### src/rtl/cpu_types_pkg.sv
// Shared types for the cache/memory control path.
// RAM handshake states, arbiter states and grant tags.
package cpu_types_pkg;

  typedef logic [31:0] word_t;

  typedef enum logic [1:0] {
    FREE   = 2'd0,
    BUSY   = 2'd1,
    ACCESS = 2'd2,
    ERROR  = 2'd3
  } ramstate_t;

  typedef enum logic [1:0] {
    IDLE,
    D_ACC,
    I_ACC
  } arb_state_t;

  typedef enum logic {
    GRANT_I,
    GRANT_D
  } grant_t;

endpackage

### src/rtl/mem_timeout_counter.sv
// Per-access cycle counter; expire flags the last allowed
// RAM cycle and the count saturates there.
module mem_timeout_counter #(
  parameter int TIMEOUT = 64
) (
  input  logic CLK,
  input  logic nRST,
  input  logic clear,
  input  logic enable,
  output logic expire
);

  localparam int W = (TIMEOUT > 2) ? $clog2(TIMEOUT) : 1;
  localparam logic [W-1:0] MAXC = W'(TIMEOUT - 1);

  logic [W-1:0] tmoCnt;

  always_ff @(posedge CLK) begin
    if (!nRST) begin
      tmoCnt <= '0;
    end else if (clear) begin
      tmoCnt <= '0;
    end else if (enable && tmoCnt != MAXC) begin
      tmoCnt <= tmoCnt + 1'b1;
    end
  end

  assign expire = (tmoCnt == MAXC);

endmodule

### src/rtl/mem_arbiter.sv
// Shares one RAM port between icache and dcache with
// strict alternation under contention and an access timeout.
module mem_arbiter
  import cpu_types_pkg::*;
#(
  parameter int    TIMEOUT  = 64,
  parameter word_t ERR_WORD = 32'hBAD1BAD1
) (
  input  logic      CLK,
  input  logic      nRST,
  input  logic      iREN,
  input  word_t     iaddr,
  output logic      iwait,
  output word_t     iload,
  input  logic      dREN,
  input  logic      dWEN,
  input  word_t     daddr,
  input  word_t     dstore,
  output logic      dwait,
  output word_t     dload,
  output logic      ramREN,
  output logic      ramWEN,
  output word_t     ramaddr,
  output word_t     ramstore,
  input  word_t     ramload,
  input  ramstate_t ramstate,
  output logic      bus_err
);

  arb_state_t state, nxtState;
  grant_t     lastGrant, nxtGrant;
  logic       setErr;
  logic       expire;
  logic       dreq;
  logic       gD;
  logic       req, rd, wr, done;
  word_t      data;

  assign dreq = dREN | dWEN;
  assign gD   = (state == D_ACC);

  mem_timeout_counter #(
    .TIMEOUT (TIMEOUT)
  ) uTmo (
    .CLK    (CLK),
    .nRST   (nRST),
    .clear  (state == IDLE),
    .enable ((state != IDLE) &&
             (ramstate == FREE || ramstate == BUSY)),
    .expire (expire)
  );

  always_ff @(posedge CLK) begin
    if (!nRST) begin
      state     <= IDLE;
      lastGrant <= GRANT_I;
      bus_err   <= 1'b0;
    end else begin
      state     <= nxtState;
      lastGrant <= nxtGrant;
      if (setErr) bus_err <= 1'b1;
    end
  end

  always_comb begin
    nxtState = state;
    nxtGrant = lastGrant;
    setErr   = 1'b0;
    iwait    = 1'b1;
    dwait    = 1'b1;
    iload    = '0;
    dload    = '0;
    ramREN   = 1'b0;
    ramWEN   = 1'b0;
    ramaddr  = '0;
    ramstore = '0;
    req      = 1'b0;
    rd       = 1'b0;
    wr       = 1'b0;
    done     = 1'b0;
    data     = '0;
    unique case (state)
      IDLE: begin
        if (dreq && (!iREN || lastGrant == GRANT_I))
          nxtState = D_ACC;
        else if (iREN)
          nxtState = I_ACC;
      end
      D_ACC, I_ACC: begin
        req      = gD ? dreq : iREN;
        rd       = gD ? (dREN & ~dWEN) : iREN;
        wr       = gD & dWEN;
        ramaddr  = gD ? daddr : iaddr;
        ramstore = gD ? dstore : '0;
        if (!req) begin
          nxtState = IDLE;
        end else if (ramstate == ACCESS) begin
          ramREN = rd;
          ramWEN = wr;
          done   = 1'b1;
          data   = wr ? '0 : ramload;
        end else if (ramstate == ERROR || expire) begin
          // aborted: enables drop so RAM sees no half access
          done   = 1'b1;
          data   = ERR_WORD;
          setErr = 1'b1;
        end else begin
          ramREN = rd;
          ramWEN = wr;
        end
        if (done) begin
          nxtState = IDLE;
          nxtGrant = gD ? GRANT_D : GRANT_I;
          if (gD) begin
            dwait = 1'b0;
            dload = data;
          end else begin
            iwait = 1'b0;
            iload = data;
          end
        end
      end
      default: nxtState = IDLE;
    endcase
  end

endmodule

### config.mk
export PLATFORM = sky130hd
export DESIGN_NAME = mem_arbiter
export DESIGN_NICKNAME = d
export VERILOG_FILES = /design/src/rtl/cpu_types_pkg.sv /design/src/rtl/mem_timeout_counter.sv /design/src/rtl/mem_arbiter.sv
export SDC_FILE = /design/constraint.sdc
export NUM_CORES = 1
export LEC_CHECK = 0
export BUFFER_PORTS_ARGS = -buffer_cell sky130_fd_sc_hd__buf_2
export CAP_MARGIN = 20
export CORE_AREA = 2 2 103 105
export CTS_CLUSTER_SIZE = 10
export DETAILED_ROUTE_END_ITERATION = 7
export DIE_AREA = 0 0 105 107
export GPL_TIMING_DRIVEN = 1
export PLACE_DENSITY_LB_ADDON = 0.12
export SLEW_MARGIN = 20
export SYNTH_ARGS = -nofsm -noshare
export SYNTH_HDL_FRONTEND = slang
export SYNTH_HIERARCHICAL = 1
export SYNTH_SLANG_ARGS = --single-unit
### constraint.sdc
create_clock -name CLK -period 1.92 [get_ports CLK]
set_clock_uncertainty 0.1 [all_clocks]
set_input_delay 0.192 -clock CLK [delete_from_list [all_inputs] [get_ports CLK]]
set_output_delay 0.192 -clock CLK [all_outputs]
set_load 0.02 [all_outputs]
==> results of run 1 <==
[through the flow]
stage / total power [µW] / setup TNS (ps) / std cells / hold WS [ps]
floorplan: 1320 / -814 / 282 / 210
global placement: 1910 / -5410 / 681 / 352
detailed placement: 1920 / -6610 / 681 / 358
CTS: 2380 / -10300 / 693 / 148
global route: 2720 / -12270 / 706 / 172
finish: 2560 / -7620 / 706 / 159
[kinds of logic (layout without fill, tap and decap cells)]
group,Yosys count,after routing,synth area share (%)
compound gates,52,52,17.0
simple gates,147,150,46.1
flops,10,10,10.0
fa+ha+maj,3,3,1.88
buf+inv,35,320,7.45
mux,35,35,17.5
[critical path: stages, from the launching register on]
cell and delay (ps):
dfxtp_2 350, ha_4 140, nand3_2 70, or2_1 230, inv_2 60, or2_4 140, o2111ai_4 170, buf_12 210
a21oi_4 130, buf_6 140
[cell type report]
class	instances	area, µm²	share of cell area [%]
inverter	7	28.8	0.603
multi-input combinational	240	2120	44.5
timing repair buffer	309	2190	45.9
tap	136	170	3.56
clock buffer	4	55.1	1.15
sequential	10	205	4.30
[Yosys cell counts (all sizes together) (6+ instances only)]
cell / count / area share [%]
a21oi: 19 / 4.8
nand2b: 20 / 6.3
nor2b: 35 / 11
clkbuf: 19 / 3.6
buf: 9 / 2.5
dfxtp: 10 / 10
o21a: 20 / 7.6
inv: 7 / 1.3
and3: 30 / 9.4
and2: 34 / 11
nand2: 6 / 1.1
mux2i: 35 / 18
[power groups by stage]
stage                     combinational [µW]  clock (µW)  sequential (µW)
after floorplan                         1080           0              232
after global placement                  1680           0              230
after detailed placement                1690           0              230
after CTS                               1870         279              228
after global routing                    2200         295              232
final                                   2060         268              231
[routing by layer]
layer  up-vias  track usage [%]
li1       1556                -
met1      1417             16.6
met2       153             32.9
met3         6             3.53
met4         0             2.95
met5         -                0
[sequential cells by signal (all words and copies together), names as in the netlist]
signal       count
state            2
uTmo/tmoCnt      6
lastGrant        1
bus_err          1
[placed cells by master, fill, tap and decap left out, types with 2 or more instances in the layout]
master	count
and3_1	13
nor3_2	2
o21a_4	9
buf_4	36
dfxtp_2	4
o21ai_1	2
nor2b_1	34
inv_1	4
o21a_1	10
and2_1	33
clkbuf_8	4
nor4_1	2
o21ai_0	2
nand2_1	6
buf_2	200
buf_6	63
a31oi_1	3
nor2_1	2
nand2b_1	20
buf_12	6
inv_2	2
and2_4	3
nor3_1	3
ha_4	3
mux2i_1	34
and3_4	18
dfxtp_1	6
clkbuf_16	3
nor3b_1	2
a21oi_4	18
[repair_timing]
action / in CTS / in global routing
gates resized for setup: 102 / 79
gates cloned: 2 / 6
endpoints found under the setup margin: 105 / 72
setup buffers: 6 / 11
pin swaps: 5 / 24
[how the worst max path moves through the flow]
stage                                     start        end
global placement    uTmo/tmoCnt[1]$_SDFFE_PP0P_  dload[22]
finish              uTmo/tmoCnt[0]$_SDFFE_PP0P_   dload[0]
CTS                 uTmo/tmoCnt[1]$_SDFFE_PP0P_   dload[0]
detailed placement  uTmo/tmoCnt[1]$_SDFFE_PP0P_  iload[28]
global route        uTmo/tmoCnt[0]$_SDFFE_PP0P_   dload[0]
floorplan           uTmo/tmoCnt[1]$_SDFFE_PP0P_  dload[15]
==> flow_summary.ini, run 1 <==
[place]
dp_hpwl_um = 7820
port_buffers = 267
dpl_cell_area_um2 = 3920
pre_cts_ws_ps = -192
gp_congestion = 0.782

[drt]
wl_per_cell_um = 15.2
wl_met3_um = 724
via_per_inst = 4.44
antenna_left = 0
wirelength_um = 10700
vias = 3132
wl_met2_um = 5990
dr.first_iter.drc_count = 80
top_layer_used = met4
post-route-drc-count = 0
drt-met1-wl_um = 3900
first_pass_iters = 4

[floorplan]
ios = 268
rows = 37
core_um2 = 10100
dieArea_um2 = 11200
dieHeight_um = 107
die_x_um = 105
start_util_pct = 19.8

[timing]
slew_headroom_pct = 44.2
rsz0062_at_grt = yes
fmax_mhz = 461
setup_viol = 56
post-route-period-util_pct = 113
setup_slack_ps = -250
drv_slew = 0
period_needed_ps = 2170
worstMarginPinSlew_ps = 838
finalHoldViolCount = 0

[critical_path]
crit_type = flip-flop to primary output
rrSetupSlack_ps = -160
reg2reg_depth = 9
cp_max_fo = 6
rr_startpoint = uTmo/tmoCnt[0]$_SDFFE_PP0P_
cp-start-kind = flip-flop
cp-end-kind = primary output
critPathRequiredTime_ps = 1630
worst_r2r_endpoint = state[0]$_SDFFE_PN0P_
cp.arrival_ps = 1880

[min_path]
min_from = nRST
whs_path_depth = 2
min_to = bus_err$_SDFFE_PN0P_
hp-class = primary input to flip-flop

[power_and_ir_drop]
sequentialPowerShare_pct = 9.0
ir_drop_mv = 0.282
p_leak_uw = 0.00241
p_per_area_nw_per_um2 = 536
p_switching_uw = 1170
swShare_pct = 45.9
pwr-share-clk_pct = 10.4
internal_power_uw = 1390
combPwrFrac_pct = 80.5

[logic_synthesis]
syn_inst = 282
ys_seq_area_share_pct = 10.0
avgSynthCellArea_um2 = 7.09
synth-seq-cells = 10
yosys_warnings = 6
synthFlopType = dfxtp_1
syn-cell-area_um2 = 2000
synth_nets = 420
async_reset_ff_share_pct = 0
synth-edff-count = 0
synth.distinct_cells = 40

[final_layout]
fin_util_pct = 47.3
finalNetCount = 709
syn2layout_area_growth_pct = 139
final_layout_size_suffix_gt1_share_pct = 67.2
n_fill_cell = 1006
finalInstanceArea_um2 = 4770
antenna_cells = 0

[clock_tree]
cts-root-buf = clkbuf_8
insertion_delay_ps = 240
clkSinkCount = 10
cts_buffers = 3
clk_pin_slew_worst_paths_ps = 50
cts-hold-fix-buffers = 0
cts_tree = done
clk_path_buf_depth = 2
htree_levels = 1

[run_status]
violations = negative setup slack
status = finished, violations left

[global_route]
gr-total-overflow = 0
grt_max_degree = 47
grt_pass1_wl_um = 14500
grt_antenna_before_repair = 0
grt_pass1_vias = 2904
grtUsageTotal_pct = 16.1

[run]
cap_violations = 0
No activity file was read; power rests on OpenSTA's default activity.
==> run 2: changes to the inputs <==
MAX_ROUTING_LAYER = met4   (was not set)
==> flow_summary.ini, run 2 (synthesized netlist as in run 1, its figures left out) <==
[drt]
via_per_inst = 4.44
first_pass_iters = 4
dr.first_iter.drc_count = 80
post-route-drc-count = 0
vias = 3138
antenna_left = 0
wirelength_um = 10700
wl_per_cell_um = 15.1

[critical_path]
reg2reg_depth = 9
critical_path.cell_chain = ha_4 -> nand3_2 -> or2_1 -> inv_2 -> or2_4 -> o2111ai_4 -> buf_12 -> a21oi_4 -> buf_6
crit_path_max_incr_delay_ps = 350
cp.arrival_ps = 1880
cp-start-kind = flip-flop
cp_max_fo = 6
crit_slowest_cell = dfxtp_2
critPathRequiredTime_ps = 1630
cp-end-kind = primary output
crit_type = flip-flop to primary output

[clock_tree]
cts-hold-fix-buffers = 0
cts-root-buf = clkbuf_8
cts_tree = done
clk_path_buf_depth = 2
clk_pin_slew_worst_paths_ps = 50
clkSinkCount = 10
htree_levels = 1
cts_buffers = 3
insertion_delay_ps = 240

[floorplan]
ios = 268
dieArea_um2 = 11200
rows = 37
dieHeight_um = 107
die_x_um = 105
start_util_pct = 19.8
core_um2 = 10100

[min_path]
hp-class = primary input to flip-flop
whs_path_depth = 2

[place]
numPlacedInstances = 681
port_buffers = 267
dp_hpwl_um = 7820
gp_congestion = 0.793

[final_layout]
fin_cells = 706
syn2layout_area_growth_pct = 139
antenna_cells = 0
mostFrequentLayoutCell = buf_2
regMostFlops = uTmo/tmoCnt
layout_common_cells = buf_2 (200), buf_6 (63), buf_4 (36), nor2b_1 (34), mux2i_1 (34)
largest_reg_flops = 6
fin_util_pct = 47.3
largestRegisters = uTmo/tmoCnt (6), state (2)
finalNetCount = 709
final_layout_size_suffix_gt1_share_pct = 67.2

[global_route]
grt_pass1_vias = 2892
grtUsageTotal_pct = 16.5
grt_max_degree = 47
grt_pass1_wl_um = 14500
grt_antenna_before_repair = 0
gr-total-overflow = 0

[timing]
finalSetupTns_ps = -7620
slew_headroom_pct = 44.9
period_needed_ps = 2170
worstMarginPinSlew_ps = 826
fmax_mhz = 461
rsz0062_at_grt = yes
finalHoldViolCount = 0
post-route-period-util_pct = 113
drv_slew = 0
setup_viol = 56
setup_slack_ps = -250

[power_and_ir_drop]
p_per_area_nw_per_um2 = 535
p_leak_uw = 0.00241
ir_drop_mv = 0.282

[run_status]
status = finished, violations left
violations = negative setup slack

[run]
cap_violations = 0
==> run 2: layout make-up <==
class                      instances  area (µm²)
multi-input combinational        240        2120
sequential                        10         205
inverter                           7        28.8
fill                            1006        5320
timing repair buffer             309        2190
tap                              136         170
clock buffer                       4        55.1
==> run 2: repair_timing <==
| action | 4_1_cts | 5_1_grt |
|---|---|---|
| pin swaps | 5 | 24 |
| cloned | 2 | 6 |
| gates resized for setup | 102 | 79 |
| endpoints found under the setup margin | 105 | 72 |
| setup buffers | 6 | 11 |
==> run 2: worst paths after layout <==
kind                                from                    end  slack [ps]
min                                 nRST   bus_err$_SDFFE_PN0P_         160
min reg2reg         bus_err$_SDFFE_PN0P_   bus_err$_SDFFE_PN0P_         370
max          uTmo/tmoCnt[0]$_SDFFE_PP0P_               dload[0]        -250
max reg2reg  uTmo/tmoCnt[0]$_SDFFE_PP0P_  state[0]$_SDFFE_PN0P_        -160
==> run 2: through the flow <==
stage               hold slack (ps)  power [µW]  setup slack [ps]  instance area [µm²]
finish                          159        2560              -250                 4770
global route                    172        2720              -324                 4770
CTS                             148        2380              -271                 4360
detailed placement              358        1920              -192                 3920
global placement                352        1910              -162                 3920
floorplan                       210        1320             -41.3                 2350
==> run 2: critical path: cells and delay by family (launching register included) <==
family	cells	cell delay, ps
flops	1	350
buf+inv	3	410
fa+ha+maj	1	140
simple gates	3	440
compound gates	2	300
==> run 2: routing by layer <==
layer / GRT usage, % / vias up / part of all wire, % / routed length (µm)
li1: - / 1557 / - / -
met1: 17.2 / 1422 / 37 / 3950
met2: 33.0 / 155 / 57 / 6040
met3: 2.49 / 4 / 5.8 / 624
met4: 2.67 / 0 / 0.50 / 53
met5: - / - / 0 / 0
==> run 2: power breakdown <==
part / leakage (µW) / internal [µW] / switching [µW] / total (µW)
Combinational: 0.00230 / 984 / 1070 / 2060
Sequential: 0.0000827 / 221 / 9.35 / 231
Clock: 0.0000288 / 181 / 86.9 / 268
